## src/rtl/jtvigil_pkg.sv

```systemverilog
// Shared types for the jtvigil ROM responder: fetch FSM states and default widths.
package jtvigil_pkg;
    localparam int ROM_AW   = 18;
    localparam int SDRAM_AW = 17;

    typedef enum logic [2:0] {
        IDLE,
        REQ,
        LO,
        REQ2,
        HI
    } fetch_state_t;
endpackage

```

## src/rtl/jtvigil_romrsp_line.sv

```systemverilog
// One cache line (tag, valid, 32-bit word); write lands on the next clk edge.
// No backpressure: a write strobe always wins over a concurrent invalidate.
module jtvigil_romrsp_line #(
    parameter int TW = 16
) (
    input  logic          clk,
    input  logic          rst_n,
    input  logic          we,
    input  logic          wvld,
    input  logic          clr,
    input  logic [TW-1:0] wtag,
    input  logic [31:0]   wdat,
    output logic          valid,
    output logic [TW-1:0] tag,
    output logic [31:0]   data
);
    always_ff @(posedge clk or negedge rst_n) begin
        if (!rst_n) begin
            valid <= 1'b0;
            tag   <= '0;
            data  <= '0;
        end else if (we) begin
            valid <= wvld;
            tag   <= wtag;
            data  <= wdat;
        end else if (clr) begin
            valid <= 1'b0;
        end
    end
endmodule

```

## src/rtl/jtvigil_romrsp.sv

```systemverilog
// 2-entry LRU word cache in front of a 16-bit SDRAM port; hit latency 1 clk, miss = 2 SDRAM round trips + 2 clk.
// sdram_req is held until sdram_ack; an accepted fetch always runs to completion, flush only discards its result.
module jtvigil_romrsp
    import jtvigil_pkg::*;
#(
    parameter int AW = ROM_AW,
    parameter int SW = SDRAM_AW
) (
    input  logic          clk,
    input  logic          rst_n,
    input  logic          rom_cs,
    input  logic [AW-1:0] rom_addr,
    output logic [31:0]   rom_data,
    output logic          rom_ok,
    input  logic          flush,
    output logic          sdram_req,
    output logic [SW-1:0] sdram_addr,
    input  logic          sdram_ack,
    input  logic          sdram_dok,
    input  logic [15:0]   sdram_data
);
    localparam int TW = AW - 2;

    fetch_state_t  state, nxt_state;
    logic [TW-1:0] cur_tag;
    logic          unused_lsb;
    logic [1:0]    lvalid;
    logic [TW-1:0] ltag [2];
    logic [31:0]   ldata [2];
    logic [1:0]    hit;
    logic          any_hit;
    logic          hit_idx;
    logic          start_fetch;
    logic [TW-1:0] ftag;
    logic [15:0]   lo_buf;
    logic          victim;
    logic          drop;
    logic          lru;
    logic          fill_we;
    logic          fill_vld;
    logic [31:0]   fill_dat;

    assign cur_tag     = rom_addr[AW-1:2];
    assign unused_lsb  = ^rom_addr[1:0];
    assign any_hit     = |hit;
    assign hit_idx     = hit[1];
    assign start_fetch = rom_cs & ~any_hit & ~flush;
    assign fill_we     = (state == HI) & sdram_dok;
    // A flush seen at any point of the fetch, including the final beat, voids the line.
    assign fill_vld    = ~(drop | flush);
    assign fill_dat    = {sdram_data, lo_buf};

    for (genvar i = 0; i < 2; i++) begin : g_line
        jtvigil_romrsp_line #(.TW(TW)) u_line (
            .clk   (clk),
            .rst_n (rst_n),
            .we    (fill_we && (victim == 1'(i))),
            .wvld  (fill_vld),
            .clr   (flush),
            .wtag  (ftag),
            .wdat  (fill_dat),
            .valid (lvalid[i]),
            .tag   (ltag[i]),
            .data  (ldata[i])
        );
        assign hit[i] = rom_cs & lvalid[i] & (ltag[i] == cur_tag);
    end

    always_ff @(posedge clk or negedge rst_n) begin
        if (!rst_n) state <= IDLE;
        else        state <= nxt_state;
    end

    always_comb begin
        nxt_state = state;
        case (state)
            IDLE:    if (start_fetch) nxt_state = REQ;
            REQ:     if (sdram_ack)   nxt_state = LO;
            LO:      if (sdram_dok)   nxt_state = REQ2;
            REQ2:    if (sdram_ack)   nxt_state = HI;
            HI:      if (sdram_dok)   nxt_state = IDLE;
            default: nxt_state = IDLE;
        endcase
    end

    always_ff @(posedge clk or negedge rst_n) begin
        if (!rst_n) begin
            sdram_req  <= 1'b0;
            sdram_addr <= '0;
            ftag       <= '0;
            lo_buf     <= '0;
            victim     <= 1'b0;
            drop       <= 1'b0;
            lru        <= 1'b0;
            rom_ok     <= 1'b0;
            rom_data   <= '0;
        end else begin
            rom_ok <= any_hit & ~flush;
            if (any_hit) begin
                rom_data <= ldata[hit_idx];
                lru      <= ~hit_idx;
            end
            if (state == IDLE) drop <= 1'b0;
            else if (flush)    drop <= 1'b1;
            case (state)
                IDLE: if (start_fetch) begin
                    ftag       <= cur_tag;
                    victim     <= !lvalid[0] ? 1'b0 : (!lvalid[1] ? 1'b1 : lru);
                    sdram_addr <= {cur_tag, 1'b0};
                    sdram_req  <= 1'b1;
                end
                REQ, REQ2: if (sdram_ack) sdram_req <= 1'b0;
                LO: if (sdram_dok) begin
                    lo_buf     <= sdram_data;
                    sdram_addr <= {ftag, 1'b1};
                    sdram_req  <= 1'b1;
                end
                default: ;
            endcase
        end
    end
endmodule

```

## config.mk

```make
export PLATFORM = sky130hd
export DESIGN_NAME = jtvigil_romrsp
export DESIGN_NICKNAME = d
export VERILOG_FILES = /design/src/rtl/jtvigil_pkg.sv /design/src/rtl/jtvigil_romrsp_line.sv /design/src/rtl/jtvigil_romrsp.sv
export SDC_FILE = /design/constraint.sdc
export NUM_CORES = 1
export LEC_CHECK = 0
export BUFFER_PORTS_ARGS = -buffer_cell sky130_fd_sc_hd__buf_4
export CORE_MARGIN = 4
export CORE_UTILIZATION = 63
export DETAILED_ROUTE_END_ITERATION = 10
export PLACE_DENSITY = 0.95
export SLEW_MARGIN = 30
export SYNTH_ARGS = -nofsm -noshare
export SYNTH_HDL_FRONTEND = slang
export SYNTH_SLANG_ARGS = --single-unit
```

## constraint.sdc

```tcl
create_clock -name clk -period 7.1 [get_ports clk]
set_input_delay 0.71 -clock clk [delete_from_list [all_inputs] [get_ports clk]]
set_output_delay 0.71 -clock clk [all_outputs]
set_load 0.01 [all_outputs]
```

==> run_results.csv, run 1 <==
group,metric,value,unit
place,place_ws,3460,ps
critical_path,cp_data_required_time,7420,ps
drt,routed_via_density,5.79,
grt,grt_max_degree,103,
layout,drive_above_1_share,0.444,
critical_path,rr_endpoint,"sdram_addr[1]",
layout,area_growth,19.1,%
hold_path,hold_class,"input port to asynchronous set/reset pin",
drt,route.detailed.drc,0,
timing,relSlewSlack,0.343,
synth,synth_area_leader_cell,"dfrtp_1",
critical_path,crit_start,"rom_addr[10]",
power_and_ir_drop,power_density,393,nW/um^2
critical_path,crit_path_start_kind,"input port",
cts,cts.htree.levels,4,
layout,utilization,0.773,
cts,clockBufferDepth,2,
critical_path,regToRegStartpoint,"g_line[1].u_line.tag[8]",
timing,finalClockSkew,7.00,ps
cts,clk_latency,430,ps
critical_path,rr_worst_depth,8,
drt,ant_nets,0,
critical_path,regToRegSetupSlack,3890,ps
cts,clock-root-buffer,"clkbuf_16",
timing,min_period,3250,ps
grt,grt_overflow,0,
timing,rsz0062_at_grt,"no",
timing,finalSetupTns,0,ps
critical_path,crit_fanout,67,
timing,hold_slack,334,ps
layout,layout.nets,685,
place,dpl.hpwl,10400,um
cts,postCtsSetupBuffers,0,
timing,worst_pin_slew,985,ps
synth,netlist_area,7860,um^2
cts,cts_tree,"yes",
layout,diodes,0,
floorplan,ioPinCount,91,
floorplan,die_x,120,um
synth,synthesis.nets,598,
timing,setup_viol,0,
critical_path,worstPathArrival,3560,ps
synth,yosys_warnings,0,
critical_path,endpoint,"sdram_addr[1]",
job,cap_violations,0,
drt,drt_iter0_drc,450,
drt,wire_per_inst,19.8,um
place,gp_congestion,0.795,
synth,ys_ff_latch,187,
outcome,outcome,"completed",
cts,cts_sinks,187,
floorplan,die_h,120,um
timing,hold_viol,0,
floorplan,row_count,40,
timing,worst_slack,3850,ps
power_and_ir_drop,p_leak,4.39,nW
drt,drt-pass1-iter-count,4,
synth,synthTopCellsByArea,"dfrtp_1 60%, mux2_2 22%, mux2i_1 4.2%",
grt,grt_pass1_vias,5217,
synth,synth.avg_cell_area,14.1,um^2
place,io_buffers,88,
grt,antenna_found_initial,0,
floorplan,die_area,14300,um^2
cts,cts-hold-fix-buffers,0,
power_and_ir_drop,peakVddDrop,287,uV
timing,period_share,0.457,
critical_path,cp-end-kind,"flop",
synth,syn-instance-count,558,
synth,synth_top_area_frac,0.595,
floorplan,coreArea,12100,um^2
grt,grt_first_pass_wirelength,26900,um
grt,grt.total_usage,0.242,
cts,cts_resized,0,
drt,wirelength,16400,um
synth,post_synth_num_cell_types,33,
cts,cts_buffers,17,
timing,slew_violations,0,
layout,num-fill-cells,717,
drt,num_vias,4784,
critical_path,critPathKind,"input port to flop",
timing,fmax,0.308,GHz
floorplan,start_util,0.649,
cts,path_clk_slew,60,ps
synth,ys_seq_area_frac,0.595,
metrics by stage:
step	instances	area, um^2	total power [mW]
2_1_floorplan	558	7860	2.31
4_1_cts	826	9360	3.70
3_3_place_gp	793	8670	2.53
5_1_grt	826	9360	3.86
6_report	826	9360	3.68
3_5_place_dp	794	8690	2.63
layer usage:
metal / track usage / wire length, um
met5: 0 / 0
met4: 0.0995 / 509
met3: 0.0646 / 742
met2: 0.413 / 8410
met1: 0.294 / 6720
cells in the mapped netlist (all sizes together):
cell	instances
a221oi	1
or4b	1
a211oi	1
o21ba	1
dfrtp	187
o22ai	2
nand4	3
nand2	36
xor2	27
nor2	11
clkbuf	15
nand3	1
nor3	5
mux2i	33
nand2b	2
nor4	7
and3	1
buf	11
inv	6
a21oi	4
or3	1
o21a	1
o21ai	35
xnor2	6
mux2	160
worst min path at each step:
stage                                      endpoint  cells after the start                 startpoint  slack (ps)
after global placement                  rom_data[6]                      2   g_line[1].u_line.data[6]         450
after detailed placement               rom_data[17]                      2  g_line[1].u_line.data[17]         460
after floorplan                                drop                      0                      rst_n         410
after CTS                               rom_data[3]                      1                      rst_n         410
after global routing      g_line[0].u_line.data[20]                      1                      rst_n         410
final                      g_line[0].u_line.data[4]                      1                      rst_n         330
placed cells by master, fill, tap and decap left out, drive strengths merged:
master / n
dfrtp: 187
mux2: 160
buf: 93
nand2: 36
o21ai: 35
mux2i: 33
xor2: 27
clkbuf: 23
nor2: 11
nor4: 7
inv: 7
xnor2: 6
bufinv: 5
nor3: 5
a21oi: 4
nand4: 3
nand2b: 2
o22ai: 2
clkinv: 2
clkinvlp: 2
and3: 1
nand3: 1
or3: 1
or4b: 1
o21ba: 1
a221oi: 1
o21a: 1
a211oi: 1
worst max-delay path, cell delays in order:
cell and delay, ps:
buf_4 130, xor2_1 210, nor4_1 100, nand4_1 160, nor4_4 50, buf_4 330
or4b_1 750, a21oi_4 660, mux2_2 410
report_power, final:
| part | total (mW) | switching [mW] | internal (mW) | leakage [nW] |
|---|---|---|---|---|
| combinational | 0.903 | 0.361 | 0.543 | 1.62 |
| clock | 1.06 | 0.396 | 0.663 | 0.323 |
| sequential | 1.72 | 0.265 | 1.45 | 2.44 |
registers in the layout (all words and copies together), names as in the netlist, 2 cells and up:
signal	flops
g_line.u_line.tag	32
rom_data	32
lo_buf	16
g_line.u_line.valid	2
g_line.u_line.data	64
sdram_addr	17
ftag	16
state	3
cells by family (layout without fill, tap and decap cells):
| group | after synthesis | after routing | share of synthesized area |
|---|---|---|---|
| xor gates and xnor gates | 33 | 33 | 0.0368 |
| muxes | 193 | 193 | 0.276 |
| and+or+nand+nor | 68 | 68 | 0.0411 |
| buffers and inverters | 32 | 132 | 0.0189 |
| DFF | 187 | 187 | 0.595 |
| AOI/OAI and AO/OA | 45 | 45 | 0.0322 |
final cells by class:
class,instances,area (um^2),share of cell area
Sequential cell,187,4680,0.500
Clock inverter,10,184,0.0197
Tap cell,168,210,0.0225
Clock buffer,22,484,0.0517
Multi-Input combinational cell,339,3060,0.327
Inverter,6,22.5,0.00241
Timing Repair Buffer,94,719,0.0769
(Power assumes the default switching activity.)
==> run 2, diff against run 1 <==
--- a/config.mk
+++ b/config.mk
@@ -7,9 +7,9 @@
 export LEC_CHECK = 0
 export BUFFER_PORTS_ARGS = -buffer_cell sky130_fd_sc_hd__buf_4
 export CORE_MARGIN = 4
-export CORE_UTILIZATION = 63
+export CORE_UTILIZATION = 52
 export DETAILED_ROUTE_END_ITERATION = 10
-export PLACE_DENSITY = 0.95
+export PLACE_DENSITY = 0.86
 export SLEW_MARGIN = 30
 export SYNTH_ARGS = -nofsm -noshare
 export SYNTH_HDL_FRONTEND = slang
==> constraint.sdc (replaced) <==
create_clock -name clk -period 2.7 [get_ports clk]
set_input_delay 0.27 -clock clk [delete_from_list [all_inputs] [get_ports clk]]
set_output_delay 0.27 -clock clk [all_outputs]
set_load 0.01 [all_outputs]
==> run 2 against run 1 <==
Effect of this change: sequential share of layout area fell by 0.15 points; global-route usage fell by 4.0 points; count of clock-buffer cells in the layout fell by 2; core utilization fell by 13 points; clock power rose by 120%; highest routed layer unchanged.
==> run_results.csv, run 2 (same netlist as run 1, synthesis figures left out) <==
group,metric,value,unit
critical_path,path_cells,"xor2_1 > nor4_1 > nand4_1 > nor4_4 > or4b_1 > a21oi_4 > buf_12 > mux2_2",
power_and_ir_drop,power_density,987,nW/um^2
timing,fmax,0.396,GHz
cts,cts.htree.levels,4,
drt,routed_via_density,5.58,
drt,drt-pass1-iter-count,5,
floorplan,start_util,0.537,
drt,num_vias,4745,
cts,path_clk_slew,70,ps
critical_path,regToRegSetupSlack,170,ps
critical_path,rr_worst_depth,8,
drt,top_layer_used,"met4",
timing,finalClockSkew,13.9,ps
critical_path,regToRegStartpoint,"g_line[1].u_line.tag[9]",
drt,wirelength,16000,um
cts,cts_resized,0,
power_and_ir_drop,clockPowerShare,0.253,
floorplan,die_x,131,um
layout,largest_reg_flops,64,
timing,hold_viol,0,
critical_path,worst_path_max_delay_cell,"or4b_1",
grt,grt.total_usage,0.202,
grt,antenna_found_initial,0,
place,dpl_cell_area,8820,um^2
power_and_ir_drop,combPwrFrac,0.262,
drt,drt_iter0_drc,243,
cts,clockBufferDepth,2,
cts,postCtsSetupBuffers,0,
layout,diodes,0,
critical_path,rr_endpoint,"sdram_addr[6]",
hold_path,hold_class,"input port to flop",
cts,cts_buffers,17,
critical_path,worstPathArrival,2830,ps
timing,worst_pin_slew,667,ps
cts,clock-root-buffer,"clkbuf_16",
timing,relSlewSlack,0.555,
critical_path,slowest_delay,680,ps
timing,finalSetupTns,0,ps
timing,min_period,2530,ps
critical_path,cp_data_required_time,3010,ps
layout,layout.nets,696,
layout,area_growth,19.4,%
critical_path,crit_fanout,17,
layout,drive_above_1_share,0.450,
outcome,outcome,"completed",
grt,grt_overflow,0,
floorplan,die_h,131,um
power_and_ir_drop,p_sw_frac,0.284,
layout,layout_common_cells,"187 x dfrtp_1, 151 x mux2_2, 99 x buf_4",
drt,wire_per_inst,18.8,um
power_and_ir_drop,peakVddDrop,642,uV
grt,grt_pass1_vias,5240,
place,gp_congestion,0.820,
layout,final_cells,851,
layout,reg_top3,"g_line.u_line.data (64), g_line.u_line.tag (32), rom_data (32)",
place,io_buffers,88,
hold_path,hold_start,"flush",
timing,setup_viol,0,
floorplan,coreArea,14600,um^2
place,dpl.cell_count,820,
hold_path,holdPathEnd,"g_line[0].u_line.valid",
floorplan,die_area,17100,um^2
cts,cts_sinks,187,
drt,route.detailed.drc,0,
critical_path,cp-end-kind,"flop",
drt,dr_wl_met3,769,um
layout,final_common_cell,"dfrtp_1",
critical_path,crit_path_start_kind,"flop",
cts,cts-hold-fix-buffers,1,
job,cap_violations,0,
critical_path,critPathKind,"flop to flop",
timing,slew_violations,0,
layout,stdcell_area,9390,um^2
cts,clk_latency,430,ps
power_and_ir_drop,p_leak,4.41,nW
layout,regMostFlops,"g_line.u_line.data",
grt,grt_first_pass_wirelength,26700,um
place,dpl.hpwl,10500,um
drt,wirelength_met1,6590,um
drt,ant_nets,0,
floorplan,row_count,44,
power_and_ir_drop,pwr-share-seq,0.485,
timing,rsz0062_at_grt,"no",
power_and_ir_drop,switchingPower,2.63,mW
cts,cts_tree,"yes",
drt,wl_met2,8360,um
grt,grt_max_degree,71,
timing,period_share,0.936,
floorplan,ioPinCount,91,
power_and_ir_drop,p_int,6.64,mW
hold_path,holdPathStages,2,
==> run 2: cell count changes in the layout (fill, tap and decap cells not counted), moves of 2 or more <==
cell	previous run	this run
clkbuf_8	5	3
buf_12	0	4
clkinv_2	2	4
buf_4	91	99
clkinv_4	0	2
bufinv_16	5	1
==> run 2: worst max-delay path by stage <==
stage	startpoint	to	slack, ps	cells past startpoint
final	g_line[1].u_line.tag[9]	sdram_addr[6]	170	8
after global routing	g_line[1].u_line.tag[3]	sdram_addr[6]	90	8
after CTS	g_line[1].u_line.tag[3]	sdram_addr[6]	170	8
after detailed placement	rom_addr[11]	sdram_addr[6]	180	9
after global placement	rom_addr[11]	sdram_addr[7]	230	9
after floorplan	g_line[1].u_line.tag[3]	sdram_addr[10]	400	9
==> run 2: metal layers <==
metal	global-route usage	vias up
met5	0	-
met1	0.251	2443
li1	-	2154
met4	0.0750	0
met2	0.340	123
met3	0.0545	25
==> run 2: layout make-up <==
| cell class | instances | area (um^2) |
|---|---|---|
| clock buffer | 20 | 467 |
| clock inverter | 10 | 92.6 |
| fill | 1075 | 5260 |
| inverter | 6 | 22.5 |
| multi-input combinational | 339 | 3050 |
| sequential | 187 | 4680 |
| tap | 184 | 230 |
| timing repair buffer | 105 | 845 |
==> run 2: stage by stage <==
step / setup slack (ps) / utilization / total power [mW] / hold WS, ps
final: 174 / 0.641 / 9.27 / 37.1
after global routing: 90.1 / 0.641 / 9.81 / 18.8
after CTS: 169 / 0.641 / 9.38 / 16.3
after detailed placement: 181 / 0.602 / 6.97 / 331
after global placement: 234 / 0.602 / 6.75 / 310
after floorplan: 398 / - / 6.08 / -25.6
==> run 2: critical path, delay by kind of cell (launching register included) <==
family | cells | cell delay (ps)
simple gates | 4 | 1030
xor+xnor | 1 | 200
compound gates | 1 | 240
mux | 1 | 350
buf+inv | 1 | 190
flops | 1 | 380
==> run 2: power groups by stage <==
| stage | clock, mW | combinational, mW | sequential [mW] |
|---|---|---|---|
| 2_1_floorplan | 0 | 1.70 | 4.38 |
| 3_3_place_gp | 0 | 2.33 | 4.41 |
| 3_5_place_dp | 0 | 2.45 | 4.52 |
| 4_1_cts | 2.40 | 2.48 | 4.49 |
| 5_1_grt | 2.54 | 2.65 | 4.63 |
| 6_report | 2.35 | 2.43 | 4.49 |
